## src/rtl/imu_spi_seq.sv

```systemverilog
// IMU command sequencer: power-up init writes, then a two-byte sample
// read per data-ready interrupt, driving the SPI monarch handshake.
module imu_spi_seq #(
    parameter logic [15:0] STARTUP_CYC = 16'hFFFF,
    parameter logic [15:0] INIT_CMD0   = 16'h0D02,
    parameter logic [15:0] INIT_CMD1   = 16'h1062,
    parameter logic [6:0]  RD_ADDR_L   = 7'h22,
    parameter logic [6:0]  RD_ADDR_H   = 7'h23
) (
    input  logic        clk,
    input  logic        rst,
    input  logic        INT,
    input  logic        clr_ovr,
    input  logic        done,
    input  logic [15:0] rd_data,
    output logic        wrt,
    output logic [15:0] wt_data,
    output logic        ready,
    output logic [15:0] sample,
    output logic        vld,
    output logic        ovr
);

    typedef enum logic [1:0] {
        S_STARTUP = 2'd0,
        S_ISSUE   = 2'd1,
        S_WAIT    = 2'd2,
        S_IDLE    = 2'd3
    } state_t;

    state_t      r_state;
    state_t      w_nxt;
    logic [15:0] r_cnt;
    logic [1:0]  r_idx;
    logic [1:0]  w_nxt_idx;
    logic        r_s1;
    logic        r_s2;
    logic        r_s3;
    logic        r_wrt;
    logic [15:0] r_wt_data;
    logic        r_ready;
    logic [7:0]  r_low;
    logic [15:0] r_sample;
    logic        r_vld;
    logic        r_ovr;
    logic        w_int_rise;
    logic        w_cap_lo;
    logic        w_cap_hi;
    logic        w_set_rdy;
    logic        w_ovr_set;
    logic [15:0] w_cmd;
    logic        w_unused;

    assign w_unused   = ^rd_data[15:8];
    assign w_int_rise = r_s2 & ~r_s3;
    // A new edge during a read in progress is dropped and flagged.
    assign w_ovr_set  = w_int_rise & r_idx[1] &
                        ((r_state == S_ISSUE) | (r_state == S_WAIT));

    always_comb begin
        w_nxt     = r_state;
        w_nxt_idx = r_idx;
        w_cap_lo  = 1'b0;
        w_cap_hi  = 1'b0;
        w_set_rdy = 1'b0;
        case (r_state)
            S_STARTUP: begin
                if (r_cnt == STARTUP_CYC - 16'd1) begin
                    w_nxt     = S_ISSUE;
                    w_nxt_idx = 2'd0;
                end
            end
            S_ISSUE: w_nxt = S_WAIT;
            S_WAIT: begin
                if (done) begin
                    case (r_idx)
                        2'd0: begin
                            w_nxt_idx = 2'd1;
                            w_nxt     = S_ISSUE;
                        end
                        2'd1: begin
                            w_set_rdy = 1'b1;
                            w_nxt     = S_IDLE;
                        end
                        2'd2: begin
                            w_cap_lo  = 1'b1;
                            w_nxt_idx = 2'd3;
                            w_nxt     = S_ISSUE;
                        end
                        default: begin
                            w_cap_hi  = 1'b1;
                            w_nxt     = S_IDLE;
                        end
                    endcase
                end
            end
            S_IDLE: begin
                if (w_int_rise) begin
                    w_nxt_idx = 2'd2;
                    w_nxt     = S_ISSUE;
                end
            end
            default: begin
                w_nxt     = S_STARTUP;
                w_nxt_idx = 2'd0;
            end
        endcase
    end

    always_comb begin
        case (w_nxt_idx)
            2'd0:    w_cmd = INIT_CMD0;
            2'd1:    w_cmd = INIT_CMD1;
            2'd2:    w_cmd = {1'b1, RD_ADDR_L, 8'h00};
            default: w_cmd = {1'b1, RD_ADDR_H, 8'h00};
        endcase
    end

    always_ff @(posedge clk or posedge rst) begin
        if (rst) begin
            r_state   <= S_STARTUP;
            r_cnt     <= 16'h0000;
            r_idx     <= 2'd0;
            r_s1      <= 1'b0;
            r_s2      <= 1'b0;
            r_s3      <= 1'b0;
            r_wrt     <= 1'b0;
            r_wt_data <= 16'h0000;
            r_ready   <= 1'b0;
            r_low     <= 8'h00;
            r_sample  <= 16'h0000;
            r_vld     <= 1'b0;
            r_ovr     <= 1'b0;
        end else begin
            r_s1    <= INT;
            r_s2    <= r_s1;
            r_s3    <= r_s2;
            r_state <= w_nxt;
            r_idx   <= w_nxt_idx;
            r_cnt   <= (r_state == S_STARTUP) ? r_cnt + 16'd1 : 16'h0000;
            // Registered start pulse: high exactly while in ISSUE.
            r_wrt   <= (w_nxt == S_ISSUE);
            if (w_nxt == S_ISSUE)
                r_wt_data <= w_cmd;
            if (w_set_rdy)
                r_ready <= 1'b1;
            if (w_cap_lo)
                r_low <= rd_data[7:0];
            if (w_cap_hi)
                r_sample <= {rd_data[7:0], r_low};
            r_vld <= w_cap_hi;
            if (w_ovr_set)
                r_ovr <= 1'b1;
            else if (clr_ovr)
                r_ovr <= 1'b0;
        end
    end

    assign wrt     = r_wrt;
    assign wt_data = r_wt_data;
    assign ready   = r_ready;
    assign sample  = r_sample;
    assign vld     = r_vld;
    assign ovr     = r_ovr;

endmodule

```

## config.mk

```make
export PLATFORM = sky130hd
export DESIGN_NAME = imu_spi_seq
export DESIGN_NICKNAME = d
export VERILOG_FILES = /design/src/rtl/imu_spi_seq.sv
export SDC_FILE = /design/constraint.sdc
export NUM_CORES = 1
export LEC_CHECK = 0
export CAP_MARGIN = 20
export CORE_ASPECT_RATIO = 0.75
export CORE_MARGIN = 1.5
export CORE_UTILIZATION = 35
export DETAILED_ROUTE_END_ITERATION = 8
export PLACE_DENSITY = 0.63
export SKIP_CTS_REPAIR_TIMING = 1
export SLEW_MARGIN = 25
export SYNTH_ARGS = -nofsm -noshare
export SYNTH_HDL_FRONTEND = slang
export SYNTH_SLANG_ARGS = --single-unit
```

## constraint.sdc

```tcl
create_clock -name clk -period 3.25 [get_ports clk]
set_input_delay 0.975 -clock clk [delete_from_list [all_inputs] [get_ports clk]]
set_output_delay 0.975 -clock clk [all_outputs]
set_load 0.05 [all_outputs]
```

==> reports/qor.csv <==
stage,metric,value,unit
route,wl_per_cell,12.56,um
route,vias,1739,
timing,fmax,401.9,MHz
global_route,grtUsageTotal,0.1352,
hold_path,hold_depth,0,
timing,finalSetupViolCount,0,
layout,final_cell_count_no_fill,379,
route,first_pass_iters,4,
cts,cts_buffers,5,
global_route,grt_start_max_net_pins,28,
layout,diodes,0,
timing,hold_violations,0,
route,drt_iter0_markers,61,
layout,areaGrowthSynthToFinish,22.09,%
cts,cts_sinks,56,
layout,final_area,3133,um^2
global_route,overflow,0,
logic_synthesis,synth_seq_cells,56,
run_status,status,"complete, no violations",
critical_path,r2r-start,r_state[0],
timing,slew_headroom,0.6254,
timing,fin_crit,2.488,ns
placed_design,portBuffers,42,
critical_path,cp_cell_sequence,clkdlybuf4s50_1,
pwr,vdd.ir_drop.worst,0.0003532,V
logic_synthesis,yosysSeqAreaShare,0.5461,
route,drtAntennaViolNets,0,
critical_path,critical_path_class,reg2out,
logic_synthesis,syn_avg_cell_area,10.65,um^2
floorplan,fp.dieW,101.9,um
floorplan,dieArea,7860,um^2
layout,regArea,1401,um^2
layout,fillers,673,
placed_design,placed_cell_area,3039,um^2
route,routed_via_density,4.588,
cts,cts.reportedPaths.clkPinSlew,0.10,ns
logic_synthesis,synth_edf_count,0,
logic_synthesis,synth_cell_types,41,
logic_synthesis,synthArstFlopShare,1.000,
timing,tightest_slew,0.5601,ns
critical_path,startpoint_type,register,
hold_path,min_to,r_s2,
logic_synthesis,ys.flop_type,dfrtp_1,
layout,post-route-util,0.4500,
timing,skew,0.01027,ns
critical_path,r2r_slack,0.89,ns
critical_path,worst_r2r_endpoint,wt_data[8],
floorplan,start_util,0.3686,
timing,rsz0062_at_grt,false,
logic_synthesis,synthCells,241,
cts,clock_path_buffers,2,
critical_path,arrival,1.51,ns
global_route,grt_pass1_vias,1763,
timing,whs,0.3610,ns
layout,final_cell_mix,"dfrtp_1, nand2_1, clkdlybuf4s50_1, and2_1, xnor2_1",
timing,worst_slack,0.7616,ns
critical_path,path_buf_inv,1,
critical_path,crit_fanout,2,
logic_synthesis,ys.warnings.count,0,
logic_synthesis,synth_area,2566,um^2
placed_design,place_ws,0.6411,ns
critical_path,crit_path_end_kind,output port,
floorplan,die_h,77.16,um
critical_path,cp_slowest_stage_delay,0.85,ns
timing,period_share,0.7657,
cts,clk_latency,0.31,ns
pwr,power_density,806.4,nW/um^2
cts,h-tree-depth,2,
run,maxCapViolations,0,
critical_path,reg2reg_depth,6,
critical_path,crit_family,buffers and inverters,
floorplan,ioPinCount,57,
timing,setup-tns-final,0,ns
critical_path,required,2.27,ns
floorplan,num_rows,26,
cts,cts_tree,built,
critical_path,cp_slowest_cell,clkdlybuf4s50_1,
global_route,grt_antenna_before_repair,0,
pwr,leakage,1.485,nW
route,wl,4759,um
hold_path,hold_path_class,reg2reg,
placed_design,gp_congestion,0.7507,
hold_path,hp-start,r_s1,
pwr,power,2.526,mW
global_route,grt_pass1_wl,8383,um
cts,cts_root_buf,clkbuf_8,
floorplan,core_region_area,6962,um^2
route,drc_errors,0,
placed_design,dp_cells,371,
layout,layout.nets,308,
layout,multi_input_area,1039,um^2
layout,final_common_cell,dfrtp_1,
timing,slew_viol_final,0,
placed_design,dp_hpwl,3407,um
layout,drive_gt1_frac,0.1032,
## sequential cells by signal, summed over array words and instances, names as in the netlist, 2 cells and up
register and count:
r_state 2, r_low 8, r_cnt 16, r_idx 2, sample 16, wt_data 5
## worst register-to-register path: stages, from the launching register on
cell      delay [ns]
dfrtp_1         0.44
inv_1           0.17
ha_1            0.51
nor2b_2         0.49
a21boi_4        0.12
ha_1            0.31
o31ai_1         0.24
## kinds of logic (layout without fill, tap and decap cells)
logic type,Yosys count,after routing,share of synthesized area
flip-flops,56,56,0.5461
buffers and inverters,27,62,0.05656
adder cells (fa/ha/maj),7,7,0.03413
XOR/XNOR,14,14,0.04778
AO/OA/AOI/OAI,22,22,0.06534
AND/OR/NAND/NOR,103,103,0.2004
multiplexers,11,11,0.04827
other,1,6,0.001461
## cells in the mapped netlist, types with 2 or more instances
cell      count  area (um^2)
and4_1        3        26.28
a22oi_1       4        30.03
mux2_2        9        101.4
nor2_1        5        18.77
buf_4        11        82.58
ha_1          7        87.58
mux2_1        2        22.52
buf_2         2        10.01
dfrtp_1      56         1401
inv_1         7        26.28
nand2b_1      3        18.77
inv_2         2        7.510
clkbuf_1      5        18.77
o21ai_0       3        15.01
nand3_1       7        35.03
xnor2_1      10        87.58
a21oi_1       3        15.01
and2_1       13        81.33
nand2_1      53        198.9
and3_1        4        25.02
nor2b_1       4        25.02
xor2_1        4        35.03
nand4_1       5        31.28
o21ai_1       2        10.01
## power breakdown
group,leakage (nW),switching [mW],internal [mW]
logic,0.699,0.729,0.416
registers,0.741,0.119,0.865
clock network,0.0452,0.239,0.158
## cell type report
type | count | share of cell area
inverter | 9 | 0.01078
multi-input combinational | 163 | 0.3315
sequential | 56 | 0.4473
clock buffer | 5 | 0.02196
clock inverter | 3 | 0.007987
tap | 98 | 0.03914
timing repair buffer | 45 | 0.1414
## per-layer routing
| metal | vias to the layer above | wire (um) | share of wire | global-route usage |
|---|---|---|---|---|
| met5 | - | 0 | 0 | 0 |
| met4 | 0 | 16 | 0.0034 | 0.02466 |
| met1 | 822 | 2317 | 0.49 | 0.1882 |
| li1 | 863 | - | - | - |
| met3 | 2 | 342 | 0.072 | 0.04467 |
| met2 | 52 | 2082 | 0.44 | 0.2073 |
## worst max-delay path by stage
stage                      from     endpoint  depth (start not counted)
CTS                 wt_data[13]  wt_data[15]                          1
finish                sample[1]    sample[1]                          1
detailed placement         done     r_low[6]                          3
floorplan                   rst          ovr                          1
global route         r_state[1]   wt_data[8]                          6
global placement           done     r_low[0]                          3
No activity file was read; power rests on OpenSTA's default activity.
